**src/rtl/cpu_io_pkg.sv**
```systemverilog
// rtl/cpu_io_pkg.sv - shared types and sizes for the CPU serial I/O path
//
// Purpose: state encoding, datapath widths and the bit-count normaliser used
// by serial_word_sender.
// Ports: none (package).

package cpu_io_pkg;

  typedef enum logic {
    IDLE = 1'b0,
    SEND = 1'b1
  } state_t;

  localparam int WORD_W = 32;
  localparam int SEL_W  = 5;
  localparam int LEN_W  = 6;

  // A count of 0 or anything above the word width means "whole word".
  function automatic logic [LEN_W-1:0] eff_len(input logic [LEN_W-1:0] len);
    if ((len == '0) || (len > LEN_W'(WORD_W))) begin
      return LEN_W'(WORD_W);
    end
    return len;
  endfunction

endpackage

```
**src/rtl/one_bit_mux_32.sv**
```systemverilog
// rtl/one_bit_mux_32.sv - 32:1 single-bit selector
//
// Purpose: picks one bit out of a 32-bit word.
// Ports:
//   data  in  32  source word
//   sel   in  5   bit index
//   y     out 1   data[sel]

module one_bit_mux_32 (
  input  logic [31:0] data,
  input  logic [4:0]  sel,
  output logic        y
);

  assign y = data[sel];

endmodule

```
**src/rtl/serial_word_sender.sv**
```systemverilog
// rtl/serial_word_sender.sv - bit-serial transmit stage for memory-mapped I/O words
//
// Purpose: accepts a 32-bit word and a bit count on a valid/ready load port,
// then emits the bits one per accepted beat on a valid/ready serial port.
// Ports:
//   clock       in  1   system clock, rising edge
//   reset       in  1   synchronous active-high reset
//   abort       in  1   synchronous flush of the word in flight
//   load_valid  in  1   producer has a word
//   load_ready  out 1   word accepted this cycle when load_valid is high
//   load_data   in  32  word to send
//   load_len    in  6   bit count 1..32 (0 or >32 means 32)
//   bit_valid   out 1   bit_out is valid
//   bit_ready   in  1   consumer takes bit_out this cycle
//   bit_out     out 1   current bit, held_word[sel]
//   bit_last    out 1   current bit is the final one of the word
//   sel_out     out 5   current bit index
//   busy        out 1   a word is being sent

module serial_word_sender
  import cpu_io_pkg::*;
#(
  parameter bit MSB_FIRST = 1'b0
) (
  input  logic              clock,
  input  logic              reset,
  input  logic              abort,
  input  logic              load_valid,
  output logic              load_ready,
  input  logic [WORD_W-1:0] load_data,
  input  logic [LEN_W-1:0]  load_len,
  output logic              bit_valid,
  input  logic              bit_ready,
  output logic              bit_out,
  output logic              bit_last,
  output logic [SEL_W-1:0]  sel_out,
  output logic              busy
);

  state_t             state, state_n;
  logic [WORD_W-1:0]  held_word, held_word_n;
  logic [SEL_W-1:0]   sel, sel_n;
  logic [LEN_W-1:0]   remaining, remaining_n;
  logic [LEN_W-1:0]   len_eff;
  logic               beat;
  logic               load_fire;

  // Everything except load_ready comes straight from registers.
  assign bit_valid = (state == SEND);
  assign bit_last  = bit_valid & (remaining == LEN_W'(1));
  assign busy      = bit_valid;
  assign sel_out   = sel;

  assign beat      = bit_valid & bit_ready;
  // Accepting on the final beat lets the next word start with no idle cycle.
  assign load_ready = ~abort & ((state == IDLE) | (beat & bit_last));
  assign load_fire  = load_valid & load_ready;
  assign len_eff    = eff_len(load_len);

  one_bit_mux_32 u_bit_mux (
    .data (held_word),
    .sel  (sel),
    .y    (bit_out)
  );

  always_ff @(posedge clock) begin
    if (reset) begin
      state     <= IDLE;
      held_word <= '0;
      sel       <= '0;
      remaining <= '0;
    end else begin
      state     <= state_n;
      held_word <= held_word_n;
      sel       <= sel_n;
      remaining <= remaining_n;
    end
  end

  always_comb begin
    state_n     = state;
    held_word_n = held_word;
    sel_n       = sel;
    remaining_n = remaining;

    if (abort) begin
      // held_word is deliberately kept; only the in-flight progress is dropped.
      state_n     = IDLE;
      sel_n       = '0;
      remaining_n = '0;
    end else if (load_fire) begin
      state_n     = SEND;
      held_word_n = load_data;
      remaining_n = len_eff;
      sel_n       = MSB_FIRST ? SEL_W'(len_eff - LEN_W'(1)) : '0;
    end else if (beat) begin
      if (bit_last) begin
        state_n = IDLE;
      end else begin
        remaining_n = remaining - LEN_W'(1);
        sel_n       = MSB_FIRST ? (sel - SEL_W'(1)) : (sel + SEL_W'(1));
      end
    end
  end

endmodule

```
**config.mk**
```make
export PLATFORM = sky130hd
export DESIGN_NAME = serial_word_sender
export DESIGN_NICKNAME = d
export VERILOG_FILES = /design/src/rtl/cpu_io_pkg.sv /design/src/rtl/one_bit_mux_32.sv /design/src/rtl/serial_word_sender.sv
export SDC_FILE = /design/constraint.sdc
export NUM_CORES = 1
export LEC_CHECK = 0
export BUFFER_PORTS_ARGS = -buffer_cell sky130_fd_sc_hd__buf_2
export CORE_UTILIZATION = 35
export DETAILED_ROUTE_END_ITERATION = 12
export GPL_ROUTABILITY_DRIVEN = 1
export HOLD_SLACK_MARGIN = 0.02
export REMOVE_ABC_BUFFERS = 1
export SYNTH_ARGS = -nofsm -noshare
export SYNTH_HDL_FRONTEND = slang
export SYNTH_HIERARCHICAL = 1
export SYNTH_SLANG_ARGS = --single-unit
```
**constraint.sdc**
```tcl
create_clock -name clock -period 3.61 [get_ports clock]
set_input_delay 0.5415 -clock clock [delete_from_list [all_inputs] [get_ports clock]]
set_output_delay 0.5415 -clock clock [all_outputs]
set_load 0.02 [all_outputs]
```
==> impl_metrics.toml <==
[outcome]
outcome = "finished, final reports clean"

[sta]
finalCritPeriodShare_pct = 77.6
rsz0062_at_grt = "no"
slew_violations = 0
worstMarginPinSlew_ps = 827
max_slew_margin_pct = 44.7
setup_tns_ps = 0
finalHoldViolCount = 0
skew_ps = 14.5
timing.hold.ws_ps = 453
timing.fmax_mhz = 357
finalSetupViolations = 0
fin_crit_ps = 2800

[die]
die_width_um = 81.9
die_area_um2 = 6700
fp-row-count = 28
io_pins = 53
coreArea_um2 = 6030
start_util_pct = 37.1
die_h_um = 81.9

[logic_synthesis]
synth_cells = 279
syn_area_per_cell_um2 = 8.00
synth_edf_count = 0
ys_ff_latch = 44
yosysUniqueCellTypes = 46
synth_area_leaders = "dfxtp_1 39%, nand2_1 13%, a21oi_1 9.0%"
seq_area_frac_synth_pct = 39.4
synth_area_um2 = 2230
yosysWarnings = 6
yosysTopAreaCellShare_pct = 39.4
ys.flop_type = "dfxtp_1"
synthArstFlopShare_pct = 0
yosys.area.top_type = "dfxtp_1"

[clock_tree]
clk_pin_slew_ps = 90
clock_path_buffers = 2
cts_resized = 0
cts_max_level = 2
cts_tree = "yes"
cts_made_buffers = 5
cts_root_buf = "clkbuf_8"
cts_setup_buffers = 0
clock_latency_ps = 300
cts_hold_buffers = 0
clock_sinks = 44

[placed_design]
io_buffers = 52
gp_congestion = 0.834
postPlaceCellArea_um2 = 2490
dp_cells = 393
dp_hpwl_mm = 3.72

[grt]
grt_pass1_vias = 1832
grt_max_degree = 36
track_usage_pct = 16.3
grt_pass1_wl_mm = 8.35
gr-total-overflow = 0
antenna_found_initial = 0

[flow_run]
maxCapViolCount = 0

[detailed_routing]
ant_nets = 0
via_count = 2022
avgRoutedWirePerCell_um = 12.6
dr.pass1.iters = 4
viasPerCell = 5.04
wl_mm = 5.04
drt_first_iter_violations = 117
drc = 0

[critical_path]
critical_path_peak_fanout = 11
reg2reg_setup_slack_ps = 1230
cp_data_arrival_time_ps = 2260
endpoint_kind = "output port"
reg2reg_depth = 7
critical_path_class = "register to output port"
worst_ep_required_time_ps = 3070
startpoint_type = "register"

[worst_hold_path]
min_path_cells = 2
min_path_type = "register to register"

[layout]
drive_gt1_share_pct = 20.6
antenna_cells = 0
nNetsFinal = 371
finalInstanceArea_um2 = 2610
fillers = 650
area_growth_pct = 16.9
finish.utilization_pct = 43.3
fin_cells = 401

[pwr]
p_leak_nw = 0.969
vdd_drop_max_mv = 0.181
power_density_nw_per_um2 = 395
-- Yosys cell counts, types with 2 or more instances --
| cell | count |
|---|---|
| xnor2_1 | 2 |
| clkbuf_1 | 5 |
| mux2i_1 | 17 |
| nand3_1 | 6 |
| nand3b_1 | 2 |
| a22oi_1 | 4 |
| inv_1 | 5 |
| nand4_1 | 2 |
| a311oi_1 | 2 |
| dfxtp_1 | 44 |
| o21ai_0 | 7 |
| buf_6 | 5 |
| o21a_1 | 2 |
| nor2_1 | 11 |
| and2_1 | 2 |
| nand2_1 | 77 |
| buf_2 | 3 |
| nor2b_1 | 4 |
| nand2b_1 | 3 |
| a31oi_1 | 4 |
| or3_1 | 2 |
| nor3_1 | 4 |
| ha_1 | 3 |
| a21oi_1 | 40 |
| a211oi_1 | 2 |
-- kinds of logic after synthesis --
group / synth area share, %
buffers and inverters: 6.27
muxes: 7.62
AOI/OAI and AO/OA: 19.3
DFF: 39.4
xor gates and xnor gates: 1.18
and+or+nand+nor: 24.5
adders and majority gates: 1.68
-- critical path: stages (launching register included) --
cell and delay, ps:
dfxtp_1 650, buf_4 310, mux2i_1 230, a22oi_1 110, nand4b_1 100, a21oi_1 40
a311o_1 340, buf_2 160
-- report_power, final --
group | internal (mW) | switching (mW)
Combinational | 0.0477 | 0.0669
Clock | 0.226 | 0.172
Sequential | 0.505 | 0.0122
-- stage by stage --
| stage | total power, mW | setup WS [ps] |
|---|---|---|
| after floorplan | 0.590 | 1240 |
| after global placement | 0.643 | 1210 |
| after detailed placement | 0.644 | 1170 |
| after CTS | 1.04 | 806 |
| after global routing | 1.08 | 662 |
| final | 1.03 | 809 |
-- sequential cells by signal, indices dropped and copies added, names as in the netlist --
register,flops
bit_valid,1
remaining,6
sel_out,5
held_word,32
-- path summary, 6_finish.rpt --
path / start / endpoint
min: held_word[4] / held_word[4]
min reg2reg: held_word[4] / held_word[4]
max: sel_out[1] / bit_out
max reg2reg: remaining[1] / remaining[4]
-- final cells by class --
| type | instances | area [um2] | share of cell area, % |
|---|---|---|---|
| Clock inverter | 2 | 38.8 | 1.49 |
| Clock buffer | 6 | 82.6 | 3.16 |
| Sequential cell | 44 | 881 | 33.7 |
| Multi-Input combinational cell | 214 | 1210 | 46.5 |
| Timing Repair Buffer | 55 | 283 | 10.8 |
| Tap cell | 75 | 93.8 | 3.60 |
| Inverter | 5 | 18.8 | 0.719 |
-- layout by cell type (no fill, tap or decap), types with 5 or more instances in the layout --
| master | count |
|---|---|
| buf_2 | 52 |
| nand3_1 | 6 |
| dfxtp_1 | 44 |
| o21ai_0 | 7 |
| nor2_1 | 11 |
| a21oi_1 | 40 |
| inv_1 | 5 |
| mux2i_1 | 17 |
| nand2_1 | 77 |
| clkbuf_8 | 6 |
-- routing by layer --
| metal | routed length, um | track usage [%] | share of wire (%) |
|---|---|---|---|
| met1 | 2400 | 21.1 | 48 |
| met2 | 2350 | 26.5 | 47 |
| met3 | 224 | 3.67 | 4.4 |
| met4 | 70 | 5.79 | 1.4 |
| met5 | 0 | 0 | 0 |
Power figures use the tool's default switching activity.
